==> src/rtl/high_score_keeper_pkg.sv <==
// Shared definitions for the high-score bank: FSM encoding, BCD limits, score width.
package high_score_keeper_pkg;

  typedef enum logic [1:0] {
    S_IDLE    = 2'd0,
    S_CAPTURE = 2'd1,
    S_COMPARE = 2'd2,
    S_WRITE   = 2'd3
  } state_e;

  localparam logic [3:0] BCD_MAX = 4'd9;
  localparam int         SCORE_W = 8;

  // Clamp an out-of-range BCD digit (A..F) to 9.
  function automatic logic [3:0] sat_bcd(input logic [3:0] d);
    return (d > BCD_MAX) ? BCD_MAX : d;
  endfunction

endpackage

==> src/rtl/high_score_keeper_bcd2_compare.sv <==
// Two-digit BCD magnitude compare; score words are packed {tens, ones}.
import high_score_keeper_pkg::*;

module bcd2_compare (
  input  logic [SCORE_W-1:0] a,
  input  logic [SCORE_W-1:0] b,
  output logic               gt,
  output logic               eq
);

  logic [3:0] a_tens, a_ones, b_tens, b_ones;

  // Tens digit decides unless equal, then ones digit.
  always_comb begin
    a_tens = a[7:4];
    a_ones = a[3:0];
    b_tens = b[7:4];
    b_ones = b[3:0];
    gt     = (a_tens > b_tens) || ((a_tens == b_tens) && (a_ones > b_ones));
    eq     = (a_tens == b_tens) && (a_ones == b_ones);
  end

endmodule

==> src/rtl/high_score_keeper.sv <==
// Per-player best-score bank with overall champion tracking.
//
// state     | meaning
// ----------+-------------------------------------------------------------
// S_IDLE    | waiting for an eligible game_over; captures id and raw score
// S_CAPTURE | saturates captured digits, reads the player's stored best
// S_COMPARE | new score vs stored best; only strictly higher proceeds
// S_WRITE   | stores score, pulses new_record, updates champion if beaten
import high_score_keeper_pkg::*;

module high_score_keeper #(
  parameter int NUM_PLAYERS = 8,
  parameter int ID_W        = 3
) (
  input  logic            clk,
  input  logic            rst,
  input  logic            logged_in,
  input  logic [ID_W-1:0] player_id,
  input  logic            is_guest,
  input  logic            game_over,
  input  logic [3:0]      score_tens,
  input  logic [3:0]      score_ones,
  output logic [3:0]      best_tens,
  output logic [3:0]      best_ones,
  output logic [3:0]      champ_tens,
  output logic [3:0]      champ_ones,
  output logic [ID_W-1:0] champ_id,
  output logic            champ_valid,
  output logic            new_record,
  output logic            busy
);

  state_e               state_q, state_d;
  logic [ID_W-1:0]      cap_id_q, cap_id_d;
  logic [3:0]           cap_tens_q, cap_tens_d;
  logic [3:0]           cap_ones_q, cap_ones_d;
  logic [SCORE_W-1:0]   slot_rd_q, slot_rd_d;
  logic [SCORE_W-1:0]   slot_q [NUM_PLAYERS];
  logic [SCORE_W-1:0]   slot_d [NUM_PLAYERS];
  logic [SCORE_W-1:0]   champ_q, champ_d;
  logic [ID_W-1:0]      champ_id_q, champ_id_d;
  logic                 champ_valid_q, champ_valid_d;
  logic                 new_record_q, new_record_d;
  logic [SCORE_W-1:0]   best_q, best_d;

  logic [SCORE_W-1:0]   cap_score;
  logic                 start_ok;
  logic                 cap_id_ok;
  logic                 live_id_ok;
  logic                 slot_gt, slot_eq;
  logic                 champ_gt, champ_eq;

  assign cap_score  = {cap_tens_q, cap_ones_q};
  assign start_ok   = game_over && logged_in && !is_guest;
  assign cap_id_ok  = int'(cap_id_q) < NUM_PLAYERS;
  assign live_id_ok = int'(player_id) < NUM_PLAYERS;

  bcd2_compare u_slot_cmp (
    .a  (cap_score),
    .b  (slot_rd_q),
    .gt (slot_gt),
    .eq (slot_eq)
  );

  bcd2_compare u_champ_cmp (
    .a  (cap_score),
    .b  (champ_q),
    .gt (champ_gt),
    .eq (champ_eq)
  );

  // FSM state register.
  always_ff @(posedge clk) begin
    if (rst) state_q <= S_IDLE;
    else     state_q <= state_d;
  end

  // Datapath registers: captured game, slot bank, champion, display read.
  always_ff @(posedge clk) begin
    if (rst) begin
      cap_id_q      <= '0;
      cap_tens_q    <= '0;
      cap_ones_q    <= '0;
      slot_rd_q     <= '0;
      for (int i = 0; i < NUM_PLAYERS; i++) slot_q[i] <= '0;
      champ_q       <= '0;
      champ_id_q    <= '0;
      champ_valid_q <= 1'b0;
      new_record_q  <= 1'b0;
      best_q        <= '0;
    end else begin
      cap_id_q      <= cap_id_d;
      cap_tens_q    <= cap_tens_d;
      cap_ones_q    <= cap_ones_d;
      slot_rd_q     <= slot_rd_d;
      for (int i = 0; i < NUM_PLAYERS; i++) slot_q[i] <= slot_d[i];
      champ_q       <= champ_d;
      champ_id_q    <= champ_id_d;
      champ_valid_q <= champ_valid_d;
      new_record_q  <= new_record_d;
      best_q        <= best_d;
    end
  end

  // Next-state and datapath updates; everything holds unless a state acts on it.
  always_comb begin
    state_d       = state_q;
    cap_id_d      = cap_id_q;
    cap_tens_d    = cap_tens_q;
    cap_ones_d    = cap_ones_q;
    slot_rd_d     = slot_rd_q;
    for (int i = 0; i < NUM_PLAYERS; i++) slot_d[i] = slot_q[i];
    champ_d       = champ_q;
    champ_id_d    = champ_id_q;
    champ_valid_d = champ_valid_q;
    new_record_d  = 1'b0;

    // Display follows the live login, not the captured one.
    best_d = (logged_in && !is_guest && live_id_ok) ? slot_q[player_id] : '0;

    case (state_q)
      S_IDLE: begin
        if (start_ok) begin
          cap_id_d   = player_id;
          cap_tens_d = score_tens;
          cap_ones_d = score_ones;
          state_d    = S_CAPTURE;
        end
      end
      S_CAPTURE: begin
        cap_tens_d = sat_bcd(cap_tens_q);
        cap_ones_d = sat_bcd(cap_ones_q);
        slot_rd_d  = cap_id_ok ? slot_q[cap_id_q] : '0;
        state_d    = S_COMPARE;
      end
      S_COMPARE: begin
        state_d = (slot_gt && !slot_eq) ? S_WRITE : S_IDLE;
      end
      S_WRITE: begin
        if (cap_id_ok) slot_d[cap_id_q] = cap_score;
        new_record_d = 1'b1;
        // A tie leaves the earlier champion in place.
        if (champ_gt && !champ_eq) begin
          champ_d       = cap_score;
          champ_id_d    = cap_id_q;
          champ_valid_d = 1'b1;
        end
        state_d = S_IDLE;
      end
      default: state_d = S_IDLE;
    endcase
  end

  assign best_tens   = best_q[7:4];
  assign best_ones   = best_q[3:0];
  assign champ_tens  = champ_q[7:4];
  assign champ_ones  = champ_q[3:0];
  assign champ_id    = champ_id_q;
  assign champ_valid = champ_valid_q;
  assign new_record  = new_record_q;
  assign busy        = (state_q != S_IDLE);

endmodule
==> config.mk <==
export PLATFORM = sky130hd
export DESIGN_NAME = high_score_keeper
export DESIGN_NICKNAME = d
export VERILOG_FILES = /design/src/rtl/high_score_keeper_pkg.sv /design/src/rtl/high_score_keeper_bcd2_compare.sv /design/src/rtl/high_score_keeper.sv
export SDC_FILE = /design/constraint.sdc
export NUM_CORES = 1
export LEC_CHECK = 0
export CORE_MARGIN = 2
export CORE_UTILIZATION = 53
export DETAILED_ROUTE_END_ITERATION = 6
export GPL_ROUTABILITY_DRIVEN = 0
export GPL_TIMING_DRIVEN = 0
export PLACE_DENSITY = 0.82
export SETUP_SLACK_MARGIN = 0.3
export SLEW_MARGIN = 30
export SYNTH_ARGS = -nofsm -noshare
export SYNTH_HDL_FRONTEND = slang
export SYNTH_SLANG_ARGS = --single-unit
==> constraint.sdc <==
create_clock -name clk -period 1.95 [get_ports clk]
set_input_delay 0.39 -clock clk [delete_from_list [all_inputs] [get_ports clk]]
set_output_delay 0.39 -clock clk [all_outputs]
set_load 0.1 [all_outputs]
==> flow_summary_export.csv, run 1 <==
group,metric,value,unit
outcome,status,"complete, no violations",
die,die_w,103.2,µm
worst_setup_path,critPathCaptureType,"output port",
sta,period_share,87.32,%
worst_setup_path,crit_required,1.56,ns
worst_setup_path,critPathMaxFanout,10,
logic_synthesis,synth_area_leader_cell,"dfxtp_1",
power,cellPowerDensity,618.2,nW/µm²
cts,cts_hold_buf,0,
detailed_routing,num_vias,4135,
detailed_routing,wl,14100,µm
detailed_routing,dr.pass1.iters,5,
logic_synthesis,synth_seq_area_share,40.65,%
power,max-vdd-ir-drop,459.1,µV
worst_setup_path,critical_path_class,"reg2out",
min_path,hold_class,"reg2reg",
detailed_routing,drt_first_iter_violations,327,
global_route,grt_util_all_layers,26.88,%
layout,area_delta_synth_final,21.14,%
logic_synthesis,yosysTopAreaCellShare,40.65,%
logic_synthesis,synth_simple_gate_area_share,14.86,%
sta,rsz0062_at_grt,"yes",
layout,layout-drive-gt1-share,29.81,%
cts,cts_tree,"yes",
sta,finClkSkew,0.009689,ns
logic_synthesis,synthXorXnorAreaFrac,0,%
logic_synthesis,syn_nets,528,
placement,place_ws,-0.4666,ns
cts,clock_sinks,106,
detailed_routing,ant_nets,0,
logic_synthesis,ys_warn_count,0,
cts,clock_tree.buffer_depth,2,
run,cap_violations,0,
logic_synthesis,synth-adder-area-share,3.835,%
die,design.core.area,9684,µm²
logic_synthesis,synth_cell_types,39,
layout,diodes,0,
logic_synthesis,synth_common_cells,"dfxtp_1 (106), nor2_1 (95), mux2i_1 (87)",
die,ios,38,
die,die-area,10660,µm²
sta,worstMarginPinSlew,0.8162,ns
detailed_routing,route.detailed.drc,0,
sta,post-route-min-period,1.703,ns
layout,fill_cells,753,
placement,dp_hpwl,9311,µm
sta,setup_viol,0,
logic_synthesis,synth-edff-count,0,
sta,drv_slew,0,
placement,portBuffers,34,
global_route,grt_max_degree,20,
sta,max_freq,587.3,MHz
cts,cts.reportedPaths.clkPinSlew,0.11,ns
logic_synthesis,muxShareOfSynthArea,30.49,%
cts,numCtsBuffers,9,
logic_synthesis,synthCells,496,
global_route,grt_pass1_wl,21200,µm
sta,max_slew_margin,45.58,%
global_route,overflow,0,
logic_synthesis,postSynthAreaPerCell,10.52,µm²
cts,clk_latency,0.38,ns
cts,root_buffer,"clkbuf_8",
logic_synthesis,synth_area_leaders,"dfxtp_1 (41%), mux2i_1 (17%), mux4_2 (14%)",
logic_synthesis,syn_area,5220,µm²
logic_synthesis,synth_top_family_by_area,"multiplexers",
logic_synthesis,ys_ff_latch,106,
power,p_leak,2.278,nW
sta,fin_ws,0.2472,ns
logic_synthesis,synth_compound_area_share,5.345,%
die,rows,36,
global_route,antenna_found_initial,0,
detailed_routing,routedWlPerCell,20.14,µm
worst_setup_path,arrival,1.31,ns
layout,nets,594,
detailed_routing,via_per_inst,5.907,
power,p_total,3.909,mW
logic_synthesis,async_flop_share,0,%
worst_setup_path,cp-start-kind,"flip-flop",
sta,hold_viol,0,
cts,htreeDepth,3,
logic_synthesis,ys.flop_type,"dfxtp_1",
die,start_util,53.90,%
logic_synthesis,synth.most_common_cell,"dfxtp_1",
global_route,grt_pass1_vias,4118,
die,die_h,103.2,µm
-- through the flow --
stage               cells  cell area, µm²  TNS [ns]  utilization, %  hold WS, ns
floorplan             496            5295         0               -       0.4666
global placement      663            5802    -28.98           59.91       0.4542
detailed placement    663            5802    -29.77           59.91       0.4625
CTS                   695            6176         0           63.77       0.4862
global route          700            6324         0           65.30       0.5045
finish                700            6324         0           65.30       0.4874
-- per-layer routing --
| layer | up-vias | global-route usage, % | share of wire (%) |
|---|---|---|---|
| li1 | 1876 | - | - |
| met1 | 2012 | 31.84 | 38 |
| met2 | 197 | 48.10 | 51 |
| met3 | 50 | 3.898 | 7.0 |
| met4 | 0 | 12.55 | 3.8 |
| met5 | - | 0 | 0 |
-- area by class of cell --
class	instances	area (µm²)	area share [%]
inverters	18	72.57	1.148
well taps	133	166.4	2.632
flip-flops and latches	106	2162	34.19
clock inverters	6	57.56	0.9102
repair buffers	55	467.9	7.400
clock buffers	10	137.6	2.176
multi-input cells	335	3027	47.86
plain buffers	37	232.7	3.680
-- final timing paths --
| kind | slack [ns] | from | endpoint | cells past startpoint |
|---|---|---|---|---|
| setup / recovery | 0.25 | state_q[1]$_SDFFE_PP0P_ | busy | 4 |
| hold / removal | 0.49 | champ_id[0]$_SDFFE_PP0P_ | champ_id[0]$_SDFFE_PP0P_ | 2 |
| setup reg to reg | 0.25 | champ_q[1]$_SDFFE_PP0P_ | champ_q[2]$_SDFFE_PP0P_ | 7 |
| hold reg to reg | 0.49 | champ_id[0]$_SDFFE_PP0P_ | champ_id[0]$_SDFFE_PP0P_ | 2 |
-- power breakdown --
part           leakage [nW]  internal [mW]  switching [mW]
logic                  1.31          0.151           0.221
registers             0.864           2.17          0.0172
clock network         0.103          0.532           0.817
-- flip-flops by register name (all words and copies together), names as in the netlist --
register and cells:
best_q 8, cap_id_q 3, cap_ones_q 4, cap_tens_q 4
champ_id 3, champ_q 8, champ_valid 1, new_record 1
slot_q 64, slot_rd_q 8, state_q 2
-- kinds of logic (layout without fill, tap and decap cells) --
| kind of cell | Yosys count | in the layout |
|---|---|---|
| buf+inv | 55 | 126 |
| mux | 119 | 119 |
| compound gates | 43 | 43 |
| flops | 106 | 106 |
| fa+ha+maj | 16 | 16 |
| simple gates | 157 | 157 |
-- cells in the final DEF (no fill, tap or decap), types with 11 or more instances in the layout --
master	count
mux2i_1	84
buf_4	20
mux4_2	32
inv_1	11
clkdlybuf4s50_1	12
nand2b_1	26
nand2_1	13
nor2_1	94
dfxtp_1	94
buf_2	25
a21oi_1	11
-- repair_timing --
item,in CTS,in global routing
gates resized for setup,128,40
pin swaps,7,7
gates cloned,1,0
setup endpoints to repair,116,90
setup buffers,15,5
-- critical path, cell delays in order, from the launching register on --
cell	delay, ns
dfxtp_1	0.31
buf_4	0.17
nor2_2	0.18
inv_1	0.06
buf_4	0.23
(Power assumes the default switching activity.)
==> run 2: changes to the inputs <==
--- a/config.mk
+++ b/config.mk
@@ -15,4 +15,5 @@
 export SLEW_MARGIN = 30
 export SYNTH_ARGS = -nofsm -noshare
 export SYNTH_HDL_FRONTEND = slang
+export SYNTH_HIERARCHICAL = 1
 export SYNTH_SLANG_ARGS = --single-unit
==> flow_summary_export.csv, run 2 <==
group,metric,value,unit
cts,root_buffer,"clkbuf_8",
detailed_routing,routedWlPerCell,20.03,µm
layout,multi_input_area,3072,µm²
sta,max_slew_margin,49.28,%
sta,timing.hold.ws,0.4685,ns
worst_setup_path,critPathMaxFanout,5,
layout,final_cells,765,
detailed_routing,num_vias,4688,
worst_setup_path,cp-start-kind,"flip-flop",
power,power_switching,1.123,mW
die,design.core.area,9729,µm²
power,p_int,2.841,mW
sta,fin_ws,0.04532,ns
outcome,status,"complete, no violations",
global_route,busiest_layer,"met2",
die,die-area,10830,µm²
die,ios,38,
detailed_routing,dr.pass1.iters,5,
logic_synthesis,syn_nets,605,
power,p_total,3.963,mW
layout,nets,659,
global_route,met1_usage,34.19,%
global_route,grt_max_degree,20,
layout,most-common-layout-cells,"dfxtp_1 (90), nor2_1 (74), mux2i_1 (72)",
global_route,grt_util_met2,46.95,%
placement,dp_hpwl,10660,µm
sta,worstMarginPinSlew,0.7608,ns
power,p_leak,2.360,nW
worst_setup_path,crit_buf_inv,3,
sta,setup_viol,0,
cts,clk_latency,0.39,ns
layout,design_area,6310,µm²
layout,diodes,0,
sta,rsz0062_at_grt,"yes",
detailed_routing,drt_first_iter_violations,394,
global_route,globalRouteMet3Util,5.263,%
layout,post-route-util,64.85,%
logic_synthesis,synth-edff-count,0,
worst_setup_path,arrival,2.18,ns
logic_synthesis,synthCells,573,
die,start_util,54.55,%
layout,fill_cells,766,
power,seqPwrFrac,55.3,%
layout,top_register,"slot_q",
placement,place_ws,-0.3636,ns
logic_synthesis,synth.most_common_cell,"dfxtp_1",
power,comb_power_share,10.9,%
detailed_routing,via_per_inst,6.128,
logic_synthesis,synth_area_leaders,"dfxtp_1 (40%), mux2i_1 (14%), mux4_2 (7.2%)",
logic_synthesis,yosysTopAreaCellShare,39.98,%
cts,clock_tree.buffer_depth,2,
logic_synthesis,ys.flop_type,"dfxtp_1",
sta,drv_slew,0,
worst_setup_path,critical_path_class,"reg2reg",
sta,hold_viol,0,
cts,cts_tree,"yes",
power,cellPowerDensity,628.1,nW/µm²
cts,clock_sinks,106,
placement,place_area,5933,µm²
logic_synthesis,syn_area,5308,µm²
logic_synthesis,ys_ff_latch,106,
logic_synthesis,synth_seq_area_share,39.98,%
logic_synthesis,synth_common_cells,"dfxtp_1 (106), nor2_1 (77), mux2i_1 (74)",
layout,layout-drive-gt1-share,23.89,%
cts,cts.reportedPaths.clkPinSlew,0.11,ns
logic_synthesis,postSynthAreaPerCell,9.263,µm²
logic_synthesis,ys_warn_count,6,
layout,area_delta_synth_final,18.88,%
run,cap_violations,0,
layout,largest_register_ffs,64,
placement,placed_cells,739,
die,die_w,104.1,µm
worst_setup_path,critPathTopFamily,"compound AO/OA/AOI/OAI gates",
layout,ff_latch_area,2162,µm²
logic_synthesis,async_flop_share,0,%
global_route,grt_pass1_vias,4734,
detailed_routing,ant_nets,0,
die,rows,36,
sta,post-route-min-period,1.905,ns
placement,portBuffers,33,
logic_synthesis,synth_area_leader_cell,"dfxtp_1",
power,switching_share,28.33,%
global_route,grt_util_all_layers,27.92,%
sta,fin_tns_setup,0,ns
worst_setup_path,critPathCaptureType,"flip-flop",
cts,numCtsBuffers,9,
min_path,hold_class,"reg2reg",
power,max-vdd-ir-drop,394.0,µV
layout,final_common_cell,"dfxtp_1",
global_route,overflow,0,
worst_setup_path,cp_cell_sequence,"inv_1 -> ha_4 -> a21oi_1 -> o21ai_1 -> a22o_1 -> nor3b_4 -> buf_6 -> buf_4 -> nor2_4 -> nor2_2",
sta,max_freq,525.0,MHz
cts,cts_hold_buf,0,
worst_setup_path,crit_required,2.22,ns
worst_setup_path,crit_slowest_cell,"dfxtp_4",
die,die_h,104.1,µm
detailed_routing,wl,15320,µm
detailed_routing,route.detailed.drc,0,
power,clkPwrFrac,33.8,%
worst_setup_path,slowest_delay,0.36,ns
global_route,antenna_found_initial,0,
sta,finClkSkew,0.01272,ns
sta,period_share,97.68,%
global_route,grt_pass1_wl,23850,µm
cts,htreeDepth,3,
logic_synthesis,synth_cell_types,46,
## run 2: layout make-up
class,instances,area share [%]
well taps,133,2.637
clock inverters,6,0.8725
inverters,23,1.408
clock buffers,10,2.023
repair buffers,43,5.532
multi-input cells,399,48.68
flip-flops and latches,106,34.27
plain buffers,45,4.581
## run 2: path summary, 6_finish.rpt
kind         cells after the start                      from                        to  slack, ns
min reg2reg                      2  champ_id[1]$_SDFFE_PP0P_  champ_id[1]$_SDFFE_PP0P_       0.47
max reg2reg                     10   champ_q[1]$_SDFFE_PP0P_  champ_valid$_SDFFE_PP0P_       0.05
max                             10   champ_q[1]$_SDFFE_PP0P_  champ_valid$_SDFFE_PP0P_       0.05
min                              2  champ_id[1]$_SDFFE_PP0P_  champ_id[1]$_SDFFE_PP0P_       0.47
## run 2: tightest hold or removal path, stage by stage, from the launching register on
cell and delay (ns):
dfxtp_1 0.32, nand2_1 0.06, a21oi_1 0.06
## run 2: timing repair
action	4_1_cts	5_1_grt
gates cloned	1	0
buffers inserted	4	5
resized for setup	103	67
setup endpoints to repair	42	81
hold endpoints to repair	0	0
pin swaps	7	9
## run 2: layer usage
metal	wire, µm	vias to the layer above
li1	-	2107
met1	5995	2263
met2	7391	252
met3	1163	66
met4	768	0
met5	0	-
## run 2: power by group through the flow
stage	clock network [mW]	logic, mW	registers [mW]
3_5_place_dp	0	0.394	2.24
3_3_place_gp	0	0.380	2.24
5_1_grt	1.42	0.462	2.19
2_1_floorplan	0	0.279	2.23
6_report	1.34	0.434	2.19
4_1_cts	1.32	0.404	2.19
## run 2: cells by family after synthesis
group | after synthesis | synth area share (%)
AO/OA/AOI/OAI | 104 | 11.91
adder cells (fa/ha/maj) | 16 | 3.772
buffers and inverters | 68 | 5.964
flip-flops | 106 | 39.98
multiplexers | 95 | 22.02
AND/OR/NAND/NOR | 184 | 16.36
